--- config.mk ---
export PLATFORM = sky130hd
export DESIGN_NAME = zr_test_ctrl
export DESIGN_NICKNAME = d
export VERILOG_FILES = /design/src/rtl/zr_test_pkg.sv /design/src/rtl/zr_irq_seq.sv /design/src/rtl/zr_test_ctrl.sv
export SDC_FILE = /design/constraint.sdc
export NUM_CORES = 1
export LEC_CHECK = 0
export CAP_MARGIN = 20
export CORE_MARGIN = 2
export CORE_UTILIZATION = 41
export CTS_CLUSTER_DIAMETER = 40
export DETAILED_ROUTE_END_ITERATION = 6
export GPL_ROUTABILITY_DRIVEN = 0
export PLACE_DENSITY_LB_ADDON = 0.05
export SYNTH_ARGS = -nofsm -noshare
export SYNTH_HDL_FRONTEND = slang
export SYNTH_SLANG_ARGS = --single-unit
export TNS_END_PERCENT = 50
--- constraint.sdc ---
create_clock -name clk -period 1.85 [get_ports clk]
set_input_delay 0.185 -clock clk [delete_from_list [all_inputs] [get_ports clk]]
set_output_delay 0.185 -clock clk [all_outputs]
set_load 0.005 [all_outputs]
--- src/rtl/zr_test_pkg.sv ---
// zr_test_pkg: shared types and constants for the test controller.
//   main_state_e : overall test verdict FSM (run / pass / fail / timeout)
//   irq_state_e  : interrupt sequencer FSM (wait / request / gap / finished)
//   TOHOST_PC    : PC of the tohost store that signals end of test
//   RESULT_PASS  : value of x3 that marks a passing test
package zr_test_pkg;

    typedef enum logic [1:0] {
        MainRun,
        MainPass,
        MainFail,
        MainTout
    } main_state_e;

    typedef enum logic [1:0] {
        IrqWait,
        IrqReq,
        IrqGap,
        IrqFin
    } irq_state_e;

    localparam logic [31:0] TOHOST_PC   = 32'h0000_010e;
    localparam logic [31:0] RESULT_PASS = 32'd1;

endpackage

--- src/rtl/zr_irq_seq.sv ---
// zr_irq_seq: raises N_IRQ interrupt requests with IDs 0..N_IRQ-1 in order.
// The first request rises at cycle IRQ_START; each correct ack drops the
// request, and the next one rises after IRQ_GAP idle cycles.
// Ports:
//   clk, rst_n    : clock, asynchronous active-low reset
//   cycle_cnt_i   : free-running cycle count from the top
//   done_i        : test finished; retires the sequencer
//   irq_ack_i     : interrupt acknowledge from the core
//   irq_ack_id_i  : ID being acknowledged
//   irq_o         : interrupt request (registered)
//   irq_id_o      : ID of the request (registered)
//   irq_err_o     : sticky, an ack carried the wrong ID
module zr_irq_seq
    import zr_test_pkg::*;
#(
    parameter int unsigned N_IRQ     = 4,
    parameter int unsigned IRQ_START = 2048,
    parameter int unsigned IRQ_GAP   = 256
) (
    input  logic        clk,
    input  logic        rst_n,
    input  logic [31:0] cycle_cnt_i,
    input  logic        done_i,
    input  logic        irq_ack_i,
    input  logic [4:0]  irq_ack_id_i,
    output logic        irq_o,
    output logic [4:0]  irq_id_o,
    output logic        irq_err_o
);

    localparam int unsigned GapW = (IRQ_GAP > 1) ? $clog2(IRQ_GAP) : 1;
    localparam logic [GapW-1:0] GapLast = GapW'(IRQ_GAP - 1);
    localparam logic [4:0]      ChLast  = 5'(N_IRQ - 1);
    // Leave WAIT one cycle early so the registered irq_o rises at IRQ_START.
    localparam logic [31:0]     StartM1 = 32'(IRQ_START - 1);

    irq_state_e      state_q;
    logic [4:0]      ch_q;
    logic [GapW-1:0] gap_q;
    logic            irq_q;
    logic [4:0]      id_q;
    logic            err_q;

    always_ff @(posedge clk or negedge rst_n) begin
        if (!rst_n) begin
            state_q <= IrqWait;
            ch_q    <= 5'd0;
            gap_q   <= '0;
            irq_q   <= 1'b0;
            id_q    <= 5'd0;
            err_q   <= 1'b0;
        end else if (done_i) begin
            // Test over: abandon any outstanding request.
            state_q <= IrqFin;
            irq_q   <= 1'b0;
        end else begin
            case (state_q)
                IrqWait: begin
                    if (cycle_cnt_i == StartM1) begin
                        state_q <= IrqReq;
                        irq_q   <= 1'b1;
                        id_q    <= ch_q;
                    end
                end
                IrqReq: begin
                    if (irq_ack_i) begin
                        if (irq_ack_id_i == ch_q) begin
                            irq_q <= 1'b0;
                            if (ch_q == ChLast) begin
                                state_q <= IrqFin;
                            end else begin
                                state_q <= IrqGap;
                                ch_q    <= ch_q + 5'd1;
                                gap_q   <= GapLast;
                            end
                        end else begin
                            err_q <= 1'b1;
                        end
                    end
                end
                IrqGap: begin
                    if (gap_q == '0) begin
                        state_q <= IrqReq;
                        irq_q   <= 1'b1;
                        id_q    <= ch_q;
                    end else begin
                        gap_q <= gap_q - 1'b1;
                    end
                end
                IrqFin: begin
                end
                default: begin
                    state_q <= IrqFin;
                    irq_q   <= 1'b0;
                end
            endcase
        end
    end

    assign irq_o     = irq_q;
    assign irq_id_o  = id_q;
    assign irq_err_o = err_q;

endmodule

--- src/rtl/zr_test_ctrl.sv ---
// zr_test_ctrl: testbench-side controller for a core running a self-test.
// Counts cycles, detects the tohost store PC, decides pass/fail/timeout and
// drives a short interrupt sequence into the core.
// Ports:
//   clk, rst_n    : clock, asynchronous active-low reset
//   pc_i/pc_vld_i : PC of the instruction in ID and its valid
//   x3_i          : core register x3 (test result)
//   irq_ack_i     : interrupt acknowledge, irq_ack_id_i its ID
//   irq_o/irq_id_o: interrupt request and its ID
//   cycle_cnt_o   : free-running cycle count, frozen once done
//   hit_cnt_o     : END_PC hit count (saturating)
//   end_cycle_o   : cycle of the first END_PC hit
//   done_o, pass_o, timeout_o, irq_err_o : sticky status flags
module zr_test_ctrl
    import zr_test_pkg::*;
#(
    parameter int unsigned PC_W      = 32,
    parameter int unsigned PC_CMP_W  = 28,
    parameter logic [31:0] END_PC    = TOHOST_PC,
    parameter int unsigned END_HITS  = 8,
    parameter int unsigned WDOG_BIT  = 20,
    parameter int unsigned N_IRQ     = 4,
    parameter int unsigned IRQ_START = 2048,
    parameter int unsigned IRQ_GAP   = 256
) (
    input  logic            clk,
    input  logic            rst_n,
    input  logic [PC_W-1:0] pc_i,
    input  logic            pc_vld_i,
    input  logic [31:0]     x3_i,
    input  logic            irq_ack_i,
    input  logic [4:0]      irq_ack_id_i,
    output logic            irq_o,
    output logic [4:0]      irq_id_o,
    output logic [31:0]     cycle_cnt_o,
    output logic [7:0]      hit_cnt_o,
    output logic [31:0]     end_cycle_o,
    output logic            done_o,
    output logic            pass_o,
    output logic            timeout_o,
    output logic            irq_err_o
);

    localparam logic [7:0] TermCnt = 8'(END_HITS - 1);

    logic [31:0] cycle_cnt_q, cycle_cnt_d;
    logic [7:0]  hit_cnt_q, hit_cnt_d;
    logic [31:0] end_cycle_q, end_cycle_d;
    main_state_e state_q;
    logic        done_q, pass_q, tout_q;

    logic hit, term_hit, wdog;

    // Upper PC bits are don't-care so RAM and flash boot addresses both match.
    assign hit      = pc_vld_i && (pc_i[PC_CMP_W-1:0] == END_PC[PC_CMP_W-1:0]) && !done_q;
    assign term_hit = hit && (hit_cnt_q == TermCnt);
    assign wdog     = cycle_cnt_q[WDOG_BIT];

    if (PC_W > PC_CMP_W) begin : g_pc_hi
        logic unused_pc_hi;
        assign unused_pc_hi = ^pc_i[PC_W-1:PC_CMP_W];
    end

    always_comb begin
        cycle_cnt_d = cycle_cnt_q;
        hit_cnt_d   = hit_cnt_q;
        end_cycle_d = end_cycle_q;
        if (!done_q) begin
            cycle_cnt_d = cycle_cnt_q + 32'd1;
        end
        if (hit) begin
            if (hit_cnt_q != 8'hff) begin
                hit_cnt_d = hit_cnt_q + 8'd1;
            end
            if (hit_cnt_q == 8'd0) begin
                end_cycle_d = cycle_cnt_q;
            end
        end
    end

    always_ff @(posedge clk or negedge rst_n) begin
        if (!rst_n) begin
            cycle_cnt_q <= 32'd0;
            hit_cnt_q   <= 8'd0;
            end_cycle_q <= 32'd0;
        end else begin
            cycle_cnt_q <= cycle_cnt_d;
            hit_cnt_q   <= hit_cnt_d;
            end_cycle_q <= end_cycle_d;
        end
    end

    // Verdict FSM; the terminal hit wins over a coincident watchdog.
    always_ff @(posedge clk or negedge rst_n) begin
        if (!rst_n) begin
            state_q <= MainRun;
            done_q  <= 1'b0;
            pass_q  <= 1'b0;
            tout_q  <= 1'b0;
        end else begin
            case (state_q)
                MainRun: begin
                    if (term_hit) begin
                        done_q <= 1'b1;
                        if (x3_i == RESULT_PASS) begin
                            state_q <= MainPass;
                            pass_q  <= 1'b1;
                        end else begin
                            state_q <= MainFail;
                        end
                    end else if (wdog) begin
                        state_q <= MainTout;
                        done_q  <= 1'b1;
                        tout_q  <= 1'b1;
                    end
                end
                default: begin
                end
            endcase
        end
    end

    zr_irq_seq #(
        .N_IRQ     (N_IRQ),
        .IRQ_START (IRQ_START),
        .IRQ_GAP   (IRQ_GAP)
    ) u_irq_seq (
        .clk          (clk),
        .rst_n        (rst_n),
        .cycle_cnt_i  (cycle_cnt_q),
        .done_i       (done_q),
        .irq_ack_i    (irq_ack_i),
        .irq_ack_id_i (irq_ack_id_i),
        .irq_o        (irq_o),
        .irq_id_o     (irq_id_o),
        .irq_err_o    (irq_err_o)
    );

    assign cycle_cnt_o = cycle_cnt_q;
    assign hit_cnt_o   = hit_cnt_q;
    assign end_cycle_o = end_cycle_q;
    assign done_o      = done_q;
    assign pass_o      = pass_q;
    assign timeout_o   = tout_q;

endmodule

# ---- Word-level counts from Yosys, hierarchy flattened
# Index checks and enable logic that the tools add are counted.
# W data, S select, Z words.
dict set report word_totals {
  reg_bits 99
  input_bits 73
  out_inout_bits 82
  elab_cells 88
}
dict set report op_classes {
  add_sub_neg 4
  n_eq_ne 19
  muxes 26
  bitwise 4
  n_reduce_logical 22
}
# operator n
set op_table {}
lappend op_table {{$add A32 B1 Y32 const B} 1}
lappend op_table {{$eq A32 B1 Y1 const B} 1}
lappend op_table {{$eq A32 B11 Y1 const B} 1}
lappend op_table {{$mux W8} 4}
lappend op_table {{$eq A28 B9 Y1 const B} 1}
lappend op_table {{$logic_not A8 Y1} 2}
lappend op_table {{$mux W2} 8}
lappend op_table {{$pmux W8 S2} 1}
lappend op_table {{$mux W5} 2}
lappend op_table {{$pmux W5 S2} 1}
lappend op_table {{$reduce_and A5 Y1} 2}
lappend op_table {{$ne A3 B2 Y1 const B} 3}
lappend op_table {{$add A8 B1 Y8 const B} 1}
lappend op_table {{$eq A8 B3 Y1 const B} 1}
lappend op_table {{$mux W1} 8}
lappend op_table {{$ne A8 B8 Y1 const B} 1}
lappend op_table {{$reduce_and A4 Y1} 2}
lappend op_table {{$sub A8 B1 Y8 const B} 1}
lappend op_table {{$ne A2 B1 Y1 const B} 3}
lappend op_table {{$ne A2 B2 Y1 const B} 3}
lappend op_table {{$pmux W2 S3} 1}
lappend op_table {{$reduce_and A2 Y1} 3}
lappend op_table {{$reduce_and A3 Y1} 2}
lappend op_table {{$reduce_and A6 Y1} 1}
lappend op_table {{other kinds (13)} 21}

# ---- Logic depth before layout (Yosys ltp)
dict set report logic_depth {
  ltp_word 6
  mapped_depth 7
  mapped_depth_nobuf 6
}

# ---- By module
# Synthesis repeated with hierarchy kept, for this count alone.
dict set report hier_totals {
  cells_unflattened 378
  hier_area_um2 4640.7
}
# module n_inst cells_each area_per_inst_um2 seq_area_each_um2
set modules_own_cells {}
lappend modules_own_cells {zr_test_ctrl 1 257 3306.9 1926.8}
lappend modules_own_cells {zr_irq_seq 1 121 1333.8 550.5}

# ---- Least setup slack after synthesis
# OpenSTA, ideal clock, no wires.
dict set report synth_path {
  kind {register to register}
  startpoint {register done_q, in the netlist done_o}
  endpoint {register end_cycle_q[10], in the netlist end_cycle_o[10]}
  setup_ns 0.125
  arrival_ns 1.827
  required_ns 1.725
  setup_slack_ns -0.101
  path_stages_with_launch 6
  n_path_buf 1
  period_less_slack_ns 1.951
  cell_sequence {dfrtp_1 nor4_1 nand4_1 nor4_4 buf_4 mux2_2}
}
dict set report synth_between {
  elab_chain_cells 3
}
# item line
set synth_rtl {}
lappend synth_rtl {{start, declared} zr_test_ctrl.sv:50} ;# logic done_q, pass_q, tout_q;
lappend synth_rtl {{start signal, assigned} zr_test_ctrl.sv:97} ;# done_q <= 1'b0;
lappend synth_rtl {{start signal, assigned} zr_test_ctrl.sv:104} ;# done_q <= 1'b1;
lappend synth_rtl {{start signal, assigned} zr_test_ctrl.sv:113} ;# done_q <= 1'b1;
lappend synth_rtl {{$logic_not A1 Y1} n/a}
lappend synth_rtl {{$logic_and A1 B1 Y1} zr_test_ctrl.sv:55} ;# assign hit = pc_vld_i && (pc_i[PC_CMP_W-1:0] == END_PC[PC_CMP_W-1:0]) && !done_q;
lappend synth_rtl {{$reduce_and A2 Y1 (no source line)} n/a}
lappend synth_rtl {{end signal, assigned} zr_test_ctrl.sv:89} ;# end_cycle_q <= end_cycle_d;
lappend synth_rtl {{end, declared} zr_test_ctrl.sv:48} ;# logic [31:0] end_cycle_q, end_cycle_d;
# Every way passes these cells.
# A chain may end at the register's enable or synchronous reset.

# ---- Final worst setup path
dict set report layout_path {
  startpoint {register done_q, in the netlist done_o}
  endpoint {register end_cycle_q[0], in the netlist end_cycle_o[0]}
}
# Same word-level chain as after synthesis.

==> key figures <==
Detailed routing
  • Detailed router's first-iteration violation count: 159
  • Via count: around 3,900
  • DR WL/cell: about 16 um
  • Detailed-route DRC error count: 0
  • Highest metal used: met4
  • Met2 wire length: between 6000 and 7000 um
  • M1 wire length: around 5600 um
  • DRT Pass-1 Iters: 4
  • Final WL: roughly 12,000 um
  • ANT nets after route: 0
  • Routed wl met3: 450 um
  • Vias per std cell: ~5.1

Critical path
  • CP startpoint kind: flip-flop
  • Worst Path Max Fanout: 8
  • CP top delay family: simple AND/OR/NAND/NOR gates
  • CP max stage cell: dfrtp_1
  • WP buf/inv: 3
  • Cell chain of the critical path: nor4_1 -> nand4_1 -> buf_4 -> nor4_4 -> buf_6 -> clkbuf_16 -> mux2_4
  • CP Class: reg2reg
  • R2R Setup Slk: -0.12 ns
  • WP data required: ~2.1 ns
  • Worst Path Arrival: between 2 and 2.5 ns
  • Worst path max stage delay: approximately 0.42 ns
  • Worst setup EP type: flip-flop

Floorplan
  • # rows: 38
  • Die width: between 100 and 150 um
  • Die ar.: ~12,000 um2
  • I/O pins: 155
  • Initial Util: between 40% and 50%
  • Die span in y: about 110 um
  • Core Region: between 10,000 and 15,000 um2

Timing
  • Actual slew at the worst max-slew pin: 0.538 ns
  • Final Worst Setup Slack: -0.125 ns
  • Final setup vio count: 33
  • F_max: 506 MHz
  • Period utilization: 107%
  • Post-Route Skew: 0.0100 ns
  • Post-layout min period: 1.97 ns
  • RSZ-0062 raised after global routing: true
  • Relative slew slack: 64.1%
  • Fin. Hold Viols: 0
  • Final count of pins violating max slew: 0

Power
  • Clock network power share: a little under two fifths
  • Combinational power share: between 5 and 6%
  • Switching power total: just over 800 uW
  • Seq pwr share: roughly 57%
  • Cell Int Power: 2960 uW
  • Power per standard cell area: between 500 and 600 nW/um2
  • Max rail drop VDD: approximately 0.32 mV
  • Leakage: approximately 0.0033 uW
  • Switching share of total power: a little over a fifth

Yosys
  • Compound-Gate Fraction of Synth Area: 5.28%
  • Post-synthesis mux area share: under 10%
  • Post-Synth Simple-Gate Area: ~17%
  • Top cells by area, synth: dfrtp_1 55%, mux2_2 9.2%, xnor2_1 6.7%, nand4_1 2.5%, nor4_1 2.5%
  • Async SR Flop Fraction: between 90% and 100%
  • YS warnings: 0
  • Adder-cell area share of the yosys netlist: 1.65%
  • EDFF count, synth: 0
  • Synth Instances: between 300 and 400
  • Top cells by count, synth: 99 x dfrtp_1, 37 x mux2_2, 35 x xnor2_1
  • Top_reg_cell synth: dfrtp_1
  • Largest family of logic cells by synthesized area: simple AND/OR/NAND/NOR gates
  • Unique masters post-synth: 46
  • Synth Area in XOR/XNOR: a little over 9%
  • Seq/Total Area, Yosys: between 50% and 60%
  • Top cell type by total area after synthesis: dfrtp_1
  • Mapped cell area: 4550 um2
  • Share of the synthesized area in the top cell type: 54.5%
  • Syn Area/Cell: roughly 12 um2
  • Most common cell in the netlist: dfrtp_1
  • #FFs+latches synth: just under 100
  • Syn nets: 460

Final layout
  • Nets@finish: approximately 700
  • Core Util, Final: 67.5%
  • Share of cells above drive strength 1: 26.8%
  • Reg area: 2480 um2
  • Fill cell count: 847
  • Multi-input logic area: between 2000 and 2500 um2
  • Area Overhead vs Synth: 61.1%
  • Number of antenna diodes: 0

Clocking
  • TritonCTS clock tree: yes
  • CTS root buf: clkbuf_8
  • Later-pin clock latency in the skew report: 0.37 ns
  • Htree depth: 3
  • CTS Sinks: 99
  • CTS buffer count: 9
  • Max Root-Sink Buffers: 2
  • Clock slew at reported path FFs: roughly 0.09 ns

Global route
  • Vias in the first global route: 3,882
  • Initial antenna violation count: 0
  • Largest net degree at the start of global routing: 100
  • First-pass GRT wire length: 18,800 um
  • Gr ovfl total: 0
  • GRT Total Usage: 20.4%

Place
  • Post-DP HPWL: between 8000 and 9000 um
  • Pre-CTS setup slack: -0.469 ns
  • Buffers on Ports: 150

Flow run
  • Max Cap Viol: 0

Status
  • Failing checks: negative setup slack
  • Outcome: finished, violations left

Min path
  • Worst hold path type: in2async
layout by cell type (no fill, tap or decap), types with 2 or more instances in the layout:
| cell | count |
|---|---|
| nand3_2 | 2 |
| clkdlybuf4s50_1 | 147 |
| clkbuf_8 | 10 |
| nor3_2 | 2 |
| a31oi_1 | 2 |
| nor4b_1 | 2 |
| and3_1 | 7 |
| dfrtp_1 | 98 |
| nand3_1 | 8 |
| and4_1 | 4 |
| and2_1 | 3 |
| clkbuf_16 | 2 |
| o21a_1 | 2 |
| nor3_1 | 7 |
| o31ai_1 | 7 |
| nor2_1 | 18 |
| a31o_2 | 2 |
| nand4_1 | 18 |
| nand2b_1 | 2 |
| xnor2_1 | 35 |
| nor4_2 | 2 |
| xor2_1 | 12 |
| ha_1 | 4 |
| ha_2 | 2 |
| nor4_1 | 14 |
| mux2_4 | 32 |
| o21ai_0 | 7 |
| buf_12 | 3 |
| mux2_2 | 7 |
| nor4_4 | 5 |
| buf_4 | 79 |
| inv_1 | 12 |
| buf_6 | 2 |
| nand2_1 | 27 |
worst min-delay path, cell delays in order:
cell	delay, ns
dlygate4sd3_1	0.53
buf_4	0.11
buf_12	0.39
final cells by class:
type | count | area share (%)
Multi-Input combinational cell | 260 | 30.1
Sequential cell | 99 | 33.9
Tap cell | 140 | 2.39
Clock buffer | 11 | 1.93
Timing Repair Buffer | 236 | 30.4
Clock inverter | 4 | 0.701
Inverter | 12 | 0.615
cell families after synthesis:
| kind of cell | count (synthesis) |
|---|---|
| AO/OA/AOI/OAI | 32 |
| AND/OR/NAND/NOR | 135 |
| adder cells (fa/ha/maj) | 6 |
| buffers and inverters | 22 |
| XOR/XNOR | 47 |
| multiplexers | 40 |
| flip-flops | 99 |
final timing paths:
kind	from	to	cells past startpoint
max	done_o	end_cycle_o[0]	7
max in group asynchronous	rst_n	end_cycle_o[3]	3
max reg2reg	done_o	end_cycle_o[0]	7
min reg2reg	u_irq_seq.gap_q[7]	u_irq_seq.gap_q[7]	1
min	rst_n	u_irq_seq.gap_q[6]	3
min in group clk	u_irq_seq.gap_q[7]	u_irq_seq.gap_q[7]	1
timing repair:
action	4_1_cts	5_1_grt
setup endpoints to repair	66	68
hold buffers	1	0
pin swaps	9	10
gates resized for setup	11	51
gates cloned	0	3
setup buffers	1	5
endpoints found under the hold margin	99	0
sequential cells by signal, indices dropped and copies added, names as in the netlist:
signal and cells:
cycle_cnt_o 32, done_o 1, end_cycle_o 32, hit_cnt_o 8, pass_o 1, state_q 2, timeout_o 1, u_irq_seq.ch_q 5
u_irq_seq.gap_q 8, u_irq_seq.irq_err_o 1, u_irq_seq.irq_id_o 5, u_irq_seq.irq_o 1, u_irq_seq.state_q 2
per-stage QoR:
stage	hold WS, ns	area, um2	TNS [ns]	power [uW]	instances
2_1_floorplan	-0.111	4550	-0.766	2220	381
3_3_place_gp	0.286	6770	-18.09	2420	738
3_5_place_dp	0.285	6770	-20.27	2420	738
4_1_cts	0.427	7020	-4.70	3830	755
5_1_grt	0.463	7320	-6.51	3910	762
6_report	0.395	7320	-3.51	3780	762
power groups by stage:
stage                     Clock, uW  Sequential [uW]  Combinational (uW)
after floorplan                   0             2210                13.3
after global placement            0             2200                 211
after detailed placement          0             2200                 214
after CTS                      1450             2160                 217
after global routing           1520             2160                 235
final                          1400             2160                 216
metal layers:
| metal | global-route usage, % | vias up |
|---|---|---|
| met5 | 0 | - |
| met3 | 3.97 | 12 |
| met2 | 33.5 | 78 |
| met4 | 6.87 | 0 |
| met1 | 27.2 | 1940 |
| li1 | - | 1847 |
Power figures use the tool's default switching activity.
